<file path="config.mk">
export PLATFORM = sky130hd
export DESIGN_NAME = fetch_prefetch_buffer_flat
export DESIGN_NICKNAME = d
export VERILOG_FILES = /design/src/rtl/cpu_pkg.sv /design/src/rtl/fetch_prefetch_buffer_if.sv /design/src/rtl/prefetch_fifo.sv /design/src/rtl/fetch_prefetch_buffer.sv /design/src/flat_wrapper.sv
export SDC_FILE = /design/constraint.sdc
export NUM_CORES = 1
export LEC_CHECK = 0
export ABC_AREA = 1
export CORE_MARGIN = 3
export CORE_UTILIZATION = 27
export CTS_CLUSTER_DIAMETER = 30
export DETAILED_ROUTE_END_ITERATION = 16
export PLACE_DENSITY_LB_ADDON = 0.3
export SLEW_MARGIN = 20
export SYNTH_ARGS = -nofsm -noshare
export SYNTH_HDL_FRONTEND = slang
export SYNTH_SLANG_ARGS = --single-unit
</file>
<file path="constraint.sdc">
create_clock -name clk -period 2.9 [get_ports clk]
set_input_delay 0.435 -clock clk [delete_from_list [all_inputs] [get_ports clk]]
set_output_delay 0.435 -clock clk [all_outputs]
set_load 0.01 [all_outputs]
</file>
<file path="src/rtl/cpu_pkg.sv">
// Shared fetch-path types: FIFO entry layout, prefetch FSM states and the default reset PC.
package cpu_pkg;

  localparam logic [15:0] RESET_PC_DEFAULT = 16'h0000;

  typedef struct packed {
    logic [15:0] pc;
    logic [15:0] instr;
  } fetch_entry_t;

  typedef enum logic [1:0] {
    IDLE = 2'd0,
    WAIT = 2'd1,
    DROP = 2'd2
  } fetch_state_t;

endpackage

</file>
<file path="src/rtl/fetch_prefetch_buffer_if.sv">
// Bundles the instruction-memory request/ack bus and the IF-stage delivery signals.
interface fetch_prefetch_buffer_if;

  // Memory side: mem_req holds with a stable mem_addr until a single-cycle mem_ack
  // returns mem_rdata; one request in flight. IF side: an instruction is consumed in
  // any cycle where instr_valid=1 and stall=0.
  logic        mem_req;
  logic [15:0] mem_addr;
  logic        mem_ack;
  logic [15:0] mem_rdata;
  logic        stall;
  logic        instr_valid;
  logic [15:0] instr;
  logic [15:0] instr_pc;

  modport master (
    output mem_req, mem_addr, instr_valid, instr, instr_pc,
    input  mem_ack, mem_rdata, stall
  );

  modport slave (
    input  mem_req, mem_addr, instr_valid, instr, instr_pc,
    output mem_ack, mem_rdata, stall
  );

endinterface

</file>
<file path="src/rtl/prefetch_fifo.sv">
// Circular buffer of fetch entries with synchronous push/pop/flush and an occupancy count.
module prefetch_fifo
  import cpu_pkg::*;
#(
  parameter int DEPTH = 4
) (
  input  logic                     clk,
  input  logic                     rst,
  input  logic                     flush,
  input  logic                     push,
  input  logic                     pop,
  input  fetch_entry_t             push_data,
  output fetch_entry_t             head,
  output logic [$clog2(DEPTH):0]   count
);

  localparam int AW = $clog2(DEPTH);
  localparam int CW = AW + 1;

  fetch_entry_t       mem [DEPTH];
  logic [AW-1:0]      rd_ptr;
  logic [AW-1:0]      wr_ptr;

  // DEPTH is a power of two, so the pointers wrap without explicit compare.
  always_ff @(posedge clk or negedge rst) begin
    if (!rst) begin
      rd_ptr <= '0;
      wr_ptr <= '0;
      count  <= '0;
    end else if (flush) begin
      rd_ptr <= '0;
      wr_ptr <= '0;
      count  <= '0;
    end else begin
      if (push) wr_ptr <= wr_ptr + AW'(1);
      if (pop)  rd_ptr <= rd_ptr + AW'(1);
      case ({push, pop})
        2'b10:   count <= count + CW'(1);
        2'b01:   count <= count - CW'(1);
        default: count <= count;
      endcase
    end
  end

  always_ff @(posedge clk) begin
    if (push && !flush) mem[wr_ptr] <= push_data;
  end

  assign head = mem[rd_ptr];

  a_no_pop_empty: assert property (@(posedge clk) disable iff (!rst)
    (pop && !flush) |-> (count != '0));

endmodule

</file>
<file path="src/rtl/fetch_prefetch_buffer.sv">
// Instruction prefetch buffer: one outstanding memory fetch feeding a small FIFO for IF.
// Optional PREFETCH_BYPASS_EN forwards ack data straight to IF when the FIFO is empty.
module fetch_prefetch_buffer
  import cpu_pkg::*;
#(
  parameter int          DEPTH    = 4,
  parameter logic [15:0] RESET_PC = RESET_PC_DEFAULT
) (
  input  logic                    clk,
  input  logic                    rst,
  input  logic                    hlt,
  input  logic                    redirect,
  input  logic [15:0]             redirect_pc,
  fetch_prefetch_buffer_if.master bus,
  output fetch_state_t            fsm_state
);

  localparam int             CW      = $clog2(DEPTH) + 1;
  localparam logic [CW-1:0]  DEPTH_C = CW'(DEPTH);

  fetch_state_t  state_q;
  fetch_state_t  state_d;
  logic [15:0]   fetch_pc_q;
  logic [15:0]   fetch_pc_d;
  logic [15:0]   req_addr_q;
  logic [CW-1:0] count;
  fetch_entry_t  head;
  fetch_entry_t  push_data;
  logic          fifo_valid;
  logic          ack_ok;
  logic          bypass;
  logic          push;
  logic          pop;
  logic          issue;

  assign fifo_valid = (count != '0);
  assign ack_ok     = (state_q == WAIT) && bus.mem_ack && !redirect;

`ifdef PREFETCH_BYPASS_EN
  assign bypass = ack_ok && !fifo_valid;
`else
  assign bypass = 1'b0;
`endif

  // Redirect wins over pop and push; a bypassed word consumed by IF never enters the FIFO.
  assign pop       = fifo_valid && !bus.stall && !redirect;
  assign push      = ack_ok && !(bypass && !bus.stall);
  assign push_data = '{pc: fetch_pc_q, instr: bus.mem_rdata};

  // A request reserves a slot, counted after this cycle's pop, so its ack always fits.
  assign issue = !hlt && !redirect && ((count - CW'(pop)) < DEPTH_C);

  prefetch_fifo #(
    .DEPTH (DEPTH)
  ) u_fifo (
    .clk       (clk),
    .rst       (rst),
    .flush     (redirect),
    .push      (push),
    .pop       (pop),
    .push_data (push_data),
    .head      (head),
    .count     (count)
  );

  always_comb begin
    state_d    = state_q;
    fetch_pc_d = fetch_pc_q;
    unique case (state_q)
      IDLE: begin
        if (redirect)   fetch_pc_d = redirect_pc;
        else if (issue) state_d    = WAIT;
      end
      WAIT: begin
        if (redirect) begin
          fetch_pc_d = redirect_pc;
          state_d    = bus.mem_ack ? IDLE : DROP;
        end else if (bus.mem_ack) begin
          fetch_pc_d = fetch_pc_q + 16'd1;
          state_d    = IDLE;
        end
      end
      DROP: begin
        if (redirect)    fetch_pc_d = redirect_pc;
        if (bus.mem_ack) state_d    = IDLE;
      end
      default: state_d = IDLE;
    endcase
  end

  // req_addr is captured at issue so DROP keeps presenting the abandoned address.
  always_ff @(posedge clk or negedge rst) begin
    if (!rst) begin
      state_q    <= IDLE;
      fetch_pc_q <= RESET_PC;
      req_addr_q <= RESET_PC;
    end else begin
      state_q    <= state_d;
      fetch_pc_q <= fetch_pc_d;
      if (state_q == IDLE && state_d == WAIT) req_addr_q <= fetch_pc_q;
    end
  end

  assign bus.mem_req     = (state_q != IDLE);
  assign bus.mem_addr    = req_addr_q;
  assign bus.instr_valid = fifo_valid || bypass;
  assign fsm_state       = state_q;

  always_comb begin
    bus.instr    = '0;
    bus.instr_pc = '0;
    if (bypass) begin
      bus.instr    = bus.mem_rdata;
      bus.instr_pc = fetch_pc_q;
    end else if (fifo_valid) begin
      bus.instr    = head.instr;
      bus.instr_pc = head.pc;
    end
  end

  a_no_overflow: assert property (@(posedge clk) disable iff (!rst)
    push |-> ((count - CW'(pop)) < DEPTH_C));

  a_addr_stable: assert property (@(posedge clk) disable iff (!rst)
    (state_q != IDLE && !bus.mem_ack) |=> (bus.mem_req && $stable(bus.mem_addr)));

endmodule

</file>
<file path="src/flat_wrapper.sv">
// flat-port wrapper written by rule: the top's interface ports become plain ports
module fetch_prefetch_buffer_flat import cpu_pkg::*;
#(
  parameter int          DEPTH    = 4,
  parameter logic [15:0] RESET_PC = RESET_PC_DEFAULT
)
  (clk, rst, hlt, redirect, redirect_pc, fsm_state, bus_mem_req, bus_mem_addr, bus_instr_valid, bus_instr, bus_instr_pc, bus_mem_ack, bus_mem_rdata, bus_stall);
  fetch_prefetch_buffer_if bus_i ();
  input  logic clk;
  input  logic rst;
  input  logic hlt;
  input  logic redirect;
  input  logic [15:0] redirect_pc;
  output fetch_state_t fsm_state;
  output wire logic [$bits(bus_i.mem_req)-1:0] bus_mem_req;
  output wire logic [$bits(bus_i.mem_addr)-1:0] bus_mem_addr;
  output wire logic [$bits(bus_i.instr_valid)-1:0] bus_instr_valid;
  output wire logic [$bits(bus_i.instr)-1:0] bus_instr;
  output wire logic [$bits(bus_i.instr_pc)-1:0] bus_instr_pc;
  input wire logic [$bits(bus_i.mem_ack)-1:0] bus_mem_ack;
  input wire logic [$bits(bus_i.mem_rdata)-1:0] bus_mem_rdata;
  input wire logic [$bits(bus_i.stall)-1:0] bus_stall;
  assign bus_mem_req = bus_i.mem_req;
  assign bus_mem_addr = bus_i.mem_addr;
  assign bus_instr_valid = bus_i.instr_valid;
  assign bus_instr = bus_i.instr;
  assign bus_instr_pc = bus_i.instr_pc;
  assign bus_i.mem_ack = bus_mem_ack;
  assign bus_i.mem_rdata = bus_mem_rdata;
  assign bus_i.stall = bus_stall;
  fetch_prefetch_buffer #(.DEPTH(DEPTH), .RESET_PC(RESET_PC)) u_core (.clk(clk), .rst(rst), .hlt(hlt), .redirect(redirect), .redirect_pc(redirect_pc), .bus(bus_i), .fsm_state(fsm_state));
endmodule
</file>
==> results of run 1 <==
## repair_timing
| action | CTS | global route |
|---|---|---|
| endpoints found under the setup margin | 1 | 11 |
| pin swaps | 0 | 0 |
| gates resized for setup | 2 | 2 |
## registers in the layout (all words and copies together), names as in the netlist
register,count
u_core.u_fifo.mem,128
u_core.bus.mem_addr,16
u_core.u_fifo.count,3
u_core.fsm_state,2
u_core.fetch_pc_q,16
u_core.u_fifo.wr_ptr,2
u_core.u_fifo.rd_ptr,2
## stage by stage
step,setup WS [ns],cells,hold WS [ns],power [mW],area (sq um)
after global routing,-0.0387,1132,0.0655,6.88,9190
after global placement,0.486,1100,0.459,4.33,8580
after floorplan,0.200,690,0.139,3.59,7200
after detailed placement,0.473,1100,0.463,4.33,8580
final,0.0693,1132,0.0261,6.54,9190
after CTS,0.0150,1132,0.0332,6.62,9180
## cells by family after synthesis
group	Yosys count
AND/OR/NAND/NOR	297
AO/OA/AOI/OAI	144
buffers and inverters	71
flip-flops	169
XOR/XNOR	3
adder cells (fa/ha/maj)	6
## critical path: stages, from the launching register on
cell and delay, ns:
dfrtp_4 0.59, inv_2 0.10, buf_6 0.26, o21ai_0 0.18, a21oi_1 0.25, clkdlybuf4s50_1 0.58
## worst paths after layout
check | endpoint | startpoint | slack [ns] | depth (start not counted)
worst max-delay path | bus_instr[8] | u_core.u_fifo.rd_ptr[0] | 0.07 | 5
worst min-delay path | u_core.bus.mem_addr[11] | rst | 0.03 | 1
worst max register to register | u_core.u_fifo.count[2] | u_core.u_fifo.count[2] | 0.82 | 11
worst min register to register | u_core.bus.mem_addr[6] | u_core.bus.mem_addr[6] | 0.48 | 2
max in group asynchronous | u_core.fetch_pc_q[4] | rst | 2.22 | 2
min in group clk | u_core.bus.mem_addr[6] | u_core.bus.mem_addr[6] | 0.48 | 2
## layer usage
metal	GRT usage, %	vias up	share of wire (%)	routed length [um]
met3	3.49	9	5.3	938
li1	-	2536	-	-
met2	19.2	128	45	7970
met1	17.6	2417	49	8690
met5	0	-	0	0
met4	3.24	0	0.77	136
## placed cells by master, fill, tap and decap left out, types with 2 or more instances in the layout
master / n
o21ai_1: 17
nand3b_1: 3
a21oi_1: 41
inv_1: 32
clkdlybuf4s50_1: 88
buf_6: 2
edfxtp_1: 128
xor2_1: 3
inv_6: 6
o21ai_0: 78
nand2_1: 87
nor2_1: 168
nor2_4: 5
clkinv_1: 2
nand3_1: 24
buf_12: 4
bufinv_16: 2
o22ai_1: 4
dfrtp_1: 40
clkbuf_16: 17
ha_1: 5
nand2_2: 3
inv_2: 4
clkinv_2: 2
clkinv_4: 2
nand4_1: 4
buf_4: 12
clkinvlp_4: 4
## where the power goes
group | total (mW) | internal [mW] | switching (mW)
Sequential | 2.96 | 2.78 | 0.175
Combinational | 1.32 | 0.600 | 0.723
Clock | 2.26 | 1.29 | 0.975
Total | 6.54 | 4.67 | 1.87
## area by class of cell
type | count | area, sq um
fillers | 2601 | 16900
clock buffers | 17 | 425
repair buffers | 107 | 1080
multi-input cells | 450 | 2080
inverters | 39 | 148
clock inverters | 15 | 165
flip-flops and latches | 169 | 4870
well taps | 335 | 419
==> flow_summary.rst, run 1 <==
.. list-table::
   :header-rows: 1

   * - Metric
     - Value
   * - Diode count
     - 0
   * - Count of hold buffers inserted by post-cts repair
     - 0
   * - CTS HTree Levels
     - 4
   * - Share of final-layout standard cells stronger than drive strength 1
     - slightly below 9%
   * - Vertical extent of the die
     - 169 um
   * - Fraction of synthesized cell area in xor and xnor cells
     - less than 1%
   * - Status
     - completed
   * - Total wire length
     - 17700 um
   * - Combinational family with the most area after synthesis
     - simple AND/OR/NAND/NOR gates
   * - Maximum vdd ir drop
     - 0.295 mV
   * - Cell types occupying the most area after synthesis
     - edfxtp_1, dfrtp_1, nor2_1
   * - Clock insertion delay at the later pin of the skew report
     - 0.42 ns
   * - Number of clock sinks
     - 169
   * - Number of antenna violations at the first check in global routing
     - 0
   * - Via count of the first global-routing pass
     - between 4000 and 5000
   * - Power density over the cells
     - just over 700 nW/um^2
   * - Number of antenna-violating nets in the routed design
     - 0
   * - Count of buffers added by post-CTS timing repair for setup
     - 0
   * - Min Clock Period, post-route
     - between 2 and 3 ns
   * - Kind of capture point of the worst setup path
     - output port
   * - Net count, final
     - 828
   * - CTS tree
     - done
   * - Number of ports placed on the die boundary
     - 90
   * - Ys Warns
     - 0
   * - Cts bufs inserted
     - 17
   * - Multiplexer fraction of the synthesized cell area
     - 0%
   * - Crit path max fanout
     - 40
   * - Synth top area share
     - 53.4%
   * - Number of max-cap violations
     - 0
   * - Maximum clock path buffer count
     - 2
   * - Max Clock Freq
     - 353 MHz
   * - Number of flops mapped to enable cells by yosys
     - approximately 130
   * - Endpoint arrival time on the critical path
     - 2.40 ns
   * - Final weighted congestion in routability-driven placement
     - 0.759
   * - Die Outline Area
     - 28700 sq um
   * - Data required time of the critical path
     - 2.47 ns
   * - Remaining design rule violation count
     - 0
   * - Fraction of the mapped netlist area in compound gates
     - 10.2%
   * - Wire length of the first global-routing pass
     - 27400 um
   * - Vias per std cell
     - 4.50
   * - Syn avg cell area
     - 10.4 sq um
   * - DR WL/cell
     - around 16 um
   * - Type of the worst setup path
     - flop to output port
   * - Most common cell in the netlist
     - nor2_1
   * - Via count of the routed design
     - 5090
   * - Drt first-iter violations
     - 356
   * - Area Overhead vs Synth
     - 27.6%
   * - Sequential element share of the synthesized area
     - 67.7%
   * - Clk slew on worst S/H paths
     - approximately 0.070 ns
   * - Flip-flop and latch count after synthesis
     - approximately 170
   * - Core area
     - roughly 26000 sq um
   * - Worst setup SP type
     - flop
   * - Total negative slack for setup checks
     - 0 ns
   * - Post-Synthesis Cells
     - 690
   * - Synth area leader
     - edfxtp_1
   * - Unique cell type count in the Yosys netlist
     - 29
   * - Root Buffer Master
     - clkbuf_16
   * - Effective utilization at floorplan
     - between 20% and 30%
   * - Number of rows created at floorplan
     - 59
   * - Worst max-slew margin expressed relative to the limit
     - between 50% and 60%
   * - Final-report hold violation count
     - 0
   * - Synth Flop Type
     - edfxtp_1
   * - Maximum clock skew at final layout
     - ~0.0083 ns
   * - Post-synthesis net count
     - 734
   * - Setup-failing EPs final
     - 0
   * - Port Buf Inserts
     - 89
   * - Maximum number of pins on one net before global-route repair
     - a little over 40
   * - Area of the mapped netlist
     - 7200 sq um
   * - RSZ-0062 raised after global routing
     - true
   * - DR pass1 iterations
     - 5
   * - Post-route core utilization
     - 35.2%
   * - Arithmetic-cell share of the synthesized area counting full adders, half adders and majority gates
     - 1.15%
   * - Share of the clock period used by the worst path after layout
     - 97.6%
   * - Die extent in x
     - between 150 and 200 um
   * - Most frequent cells after synthesis
     - nor2_1, edfxtp_1, nand2_1
   * - Total overflow reported by the global router
     - 0
   * - Simple-gate share of the synthesized area
     - 16.5%
   * - Hpwl dp
     - 10900 um
   * - P_leak
     - between 3 and 4 nW
   * - Post-synthesis async set-or-reset flop share
     - 24.3%
   * - Final count of pins violating max slew
     - 0
   * - Transition time at the pin with the least slew margin
     - 0.639 ns
   * - Global routing usage summed across all routing layers
     - 12.5%
   * - Type of the most critical hold path
     - primary input to asynchronous set/reset pin
Power figures use the tool's default switching activity.
==> run 2: changes to the inputs <==
- CORE_ASPECT_RATIO: default -> 1.75
- PLACE_DENSITY_LB_ADDON: 0.3 -> default
==> run 2 against run 1 <==
  * Fmax grew 5.2%
  * First-iteration DRC count shrank 30%
  * Die area grew 0.27%
  * Combinational power is essentially flat
  * Worst hold slack lost 0.010 ns
  * Routed wire length is essentially flat
  * Largest cell class unchanged
==> flow_summary.rst, run 2 (same netlist as run 1, synthesis figures left out) <==
.. list-table::
   :header-rows: 1

   * - Metric
     - Value
   * - Number of antenna-violating nets in the routed design
     - 0 (unchanged)
   * - Overall Power
     - 6.51 mW (-0.38%)
   * - Transition time at the pin with the least slew margin
     - 0.614 ns (-0.0253 ns)
   * - Crit path max fanout
     - 20 (-50%)
   * - Net switching fraction of the power
     - 26.9% (-1.7 points)
   * - Largest register FFs
     - 128 (unchanged)
   * - Number of antenna violations at the first check in global routing
     - 0 (unchanged)
   * - Drt first-iter violations
     - 250 (-30%)
   * - Worst R2R Setup Slack
     - 0.78 ns (-0.04 ns)
   * - Internal Power
     - 4.76 mW (+2.0%)
   * - Via count of the first global-routing pass
     - 5237 (+6.0%)
   * - Maximum clock path buffer count
     - 2 (unchanged)
   * - Share of the clock period used by the worst path after layout
     - 92.8% (-4.8 points)
   * - Number of ports placed on the die boundary
     - 90 (unchanged)
   * - DR WL/cell
     - 15.9 um (+1.3%)
   * - Remaining design rule violation count
     - 0 (unchanged)
   * - Maximum clock skew at final layout
     - 0.0170 ns (+0.00864 ns)
   * - Setup-failing EPs final
     - 0 (unchanged)
   * - Reg power frac
     - 45.1% (about the same)
   * - CTS HTree Levels
     - 4 (unchanged)
   * - Number of max-cap violations
     - 0 (unchanged)
   * - Launch point of the worst reg-to-reg path
     - u_core.u_fifo.count[2]
   * - Total overflow reported by the global router
     - 0 (unchanged)
   * - Number of rows created at floorplan
     - 78 (+32%)
   * - Number of clock sinks
     - 169 (unchanged)
   * - Combined area of the multi-input logic cells
     - 2070 sq um (-0.18%)
   * - Worst setup SP type
     - flop
   * - Die extent in x
     - 129 um (-24%)
   * - Clock network power share
     - 34.5% (about the same)
   * - Port Buf Inserts
     - 89 (unchanged)
   * - DR pass1 iterations
     - 4 (-1)
   * - Type of the worst setup path
     - flop to output port
   * - CTS tree
     - done
   * - Power density over the cells
     - 710 nW/um^2 (-0.31%)
   * - Hpwl dp
     - 11800 um (+8.4%)
   * - Post-route core utilization
     - 35.2% (+0.077 points)
   * - Root Buffer Master
     - clkbuf_16
   * - RSZ-0062 raised after global routing
     - false
   * - Kind of capture point of the worst setup path
     - output port
   * - Clock insertion delay at the later pin of the skew report
     - 0.42 ns (about the same)
   * - Vias per std cell
     - 4.59 (+2.2%)
   * - Top library cells by usage in the layout, fill and taps aside
     - nor2_1, edfxtp_1, clkdlybuf4s50_1
   * - Global routing usage summed across all routing layers
     - 12.8% (+0.23 points)
   * - Maximum number of pins on one net before global-route repair
     - 33 (-20%)
   * - Effective utilization at floorplan
     - 27.6% (+0.079 points)
   * - Worst max-slew margin expressed relative to the limit
     - 59.1% (+1.7 points)
   * - Net count, final
     - 829 (+0.12%)
   * - Total wire length
     - 17700 um (about the same)
   * - Final count of pins violating max slew
     - 0 (unchanged)
   * - Endpoint arrival time on the critical path
     - 2.26 ns (-0.14 ns)
   * - Critical register-to-register path endpoint
     - u_core.u_fifo.count[2]
   * - Status
     - completed
   * - Maximum vdd ir drop
     - 0.375 mV (+27%)
   * - Core area
     - 26100 sq um (-0.29%)
   * - Vertical extent of the die
     - 222 um (+31%)
   * - Data required time of the critical path
     - 2.47 ns (about the same)
   * - Type of the most critical hold path
     - primary input to asynchronous set/reset pin
   * - Clk slew on worst S/H paths
     - 0.06 ns (about the same)
   * - Min Clock Period, post-route
     - 2.69 ns (-0.140 ns)
   * - Max Clock Freq
     - 372 MHz (+5.2%)
   * - Die Outline Area
     - 28700 sq um (+0.27%)
   * - Sequential standard cell area
     - 4870 sq um (about the same)
   * - Path depth of the worst reg2reg path
     - 11 (unchanged)
   * - Most common cell after layout, fill and taps aside
     - nor2_1
   * - Most flop-heavy register
     - u_core.u_fifo.mem
   * - Share of power burned in combinational logic
     - 20.4% (+0.2 points)
   * - P_leak
     - 3.41 nW (+0.11%)
   * - Wire length of the first global-routing pass
     - 28100 um (+2.3%)
   * - Cts bufs inserted
     - 17 (unchanged)
   * - Total negative slack for setup checks
     - 0 ns (unchanged)
   * - Area Overhead vs Synth
     - 27.5% (about the same)
   * - Final-report hold violation count
     - 0 (unchanged)
   * - Diode count
     - 0 (unchanged)
   * - Share of final-layout standard cells stronger than drive strength 1
     - 7.89% (-0.76 points)
   * - Net switching power
     - 1.76 mW (-6.3%)
   * - Layout fillers
     - 2575 (-1.0%)
   * - Final weighted congestion in routability-driven placement
     - 0.815 (+7.3%)
   * - Via count of the routed design
     - 5136 (+0.90%)
[run 2: cell types whose count changed in the layout (fill, tap and decap cells not counted), moves of 2 or more]
cell,delta
clkinv_2,+2
clkinv_4,-2
inv_6,-6
clkbuf_1,+6
[run 2: per-layer routing]
| metal | global-route usage [%] | wire, um |
|---|---|---|
| met5 | 0 | 0 |
| met4 | 5.23 | 325 |
| met3 | 2.22 | 636 |
| met2 | 23.7 | 9990 |
| met1 | 14.0 | 6790 |
[run 2: cell type report]
class | instances | area share [%]
inverters | 39 | 1.62
multi-input cells | 450 | 22.6
clock buffers | 24 | 5.03
well taps | 320 | 4.36
repair buffers | 108 | 12.0
clock inverters | 8 | 1.34
flip-flops and latches | 169 | 53.1
[run 2: power groups by stage]
stage	registers, mW	logic, mW	clock network (mW)
2_1_floorplan	2.97	0.621	0
3_3_place_gp	2.98	1.35	0
3_5_place_dp	2.98	1.35	0
4_1_cts	2.94	1.36	2.29
5_1_grt	2.96	1.48	2.39
6_report	2.94	1.33	2.24
[run 2: metrics by stage]
stage / instances / setup WS [ns] / area (sq um) / hold slack (ns)
after global placement: 1086 / 0.374 / 8580 / 0.468
after CTS: 1118 / 0.0532 / 9170 / 0.0238
after detailed placement: 1086 / 0.322 / 8580 / 0.474
final: 1118 / 0.209 / 9180 / 0.0160
after global routing: 1118 / 0.0442 / 9180 / 0.0446
after floorplan: 690 / 0.200 / 7200 / 0.139
[run 2: critical path, cell delays in order, from the launching register on]
cell	delay, ns
dfrtp_2	0.44
buf_6	0.20
buf_6	0.20
nor2_1	0.07
nor2_1	0.09
o21ai_0	0.11
a21oi_1	0.15
clkdlybuf4s50_1	0.57
[run 2: worst max path at each step]
stage	startpoint	end	slack, ns	cells past startpoint
5_1_grt	u_core.u_fifo.rd_ptr[0]	bus_instr[12]	0.04	7
4_1_cts	u_core.u_fifo.rd_ptr[0]	bus_instr[11]	0.05	7
3_5_place_dp	redirect	u_core.u_fifo.count[2]	0.32	12
3_3_place_gp	redirect	u_core.u_fifo.count[2]	0.37	12
6_report	u_core.u_fifo.rd_ptr[0]	bus_instr[11]	0.21	7
2_1_floorplan	u_core.fsm_state[1]	u_core.u_fifo.mem[2][0]	0.20	4
[run 2: repair_timing]
| action | in CTS | in global routing |
|---|---|---|
| gates resized for setup | 0 | 4 |
| setup endpoints to repair | 0 | 12 |
| buffers inserted | 0 | 0 |
| hold buffers | 0 | 0 |
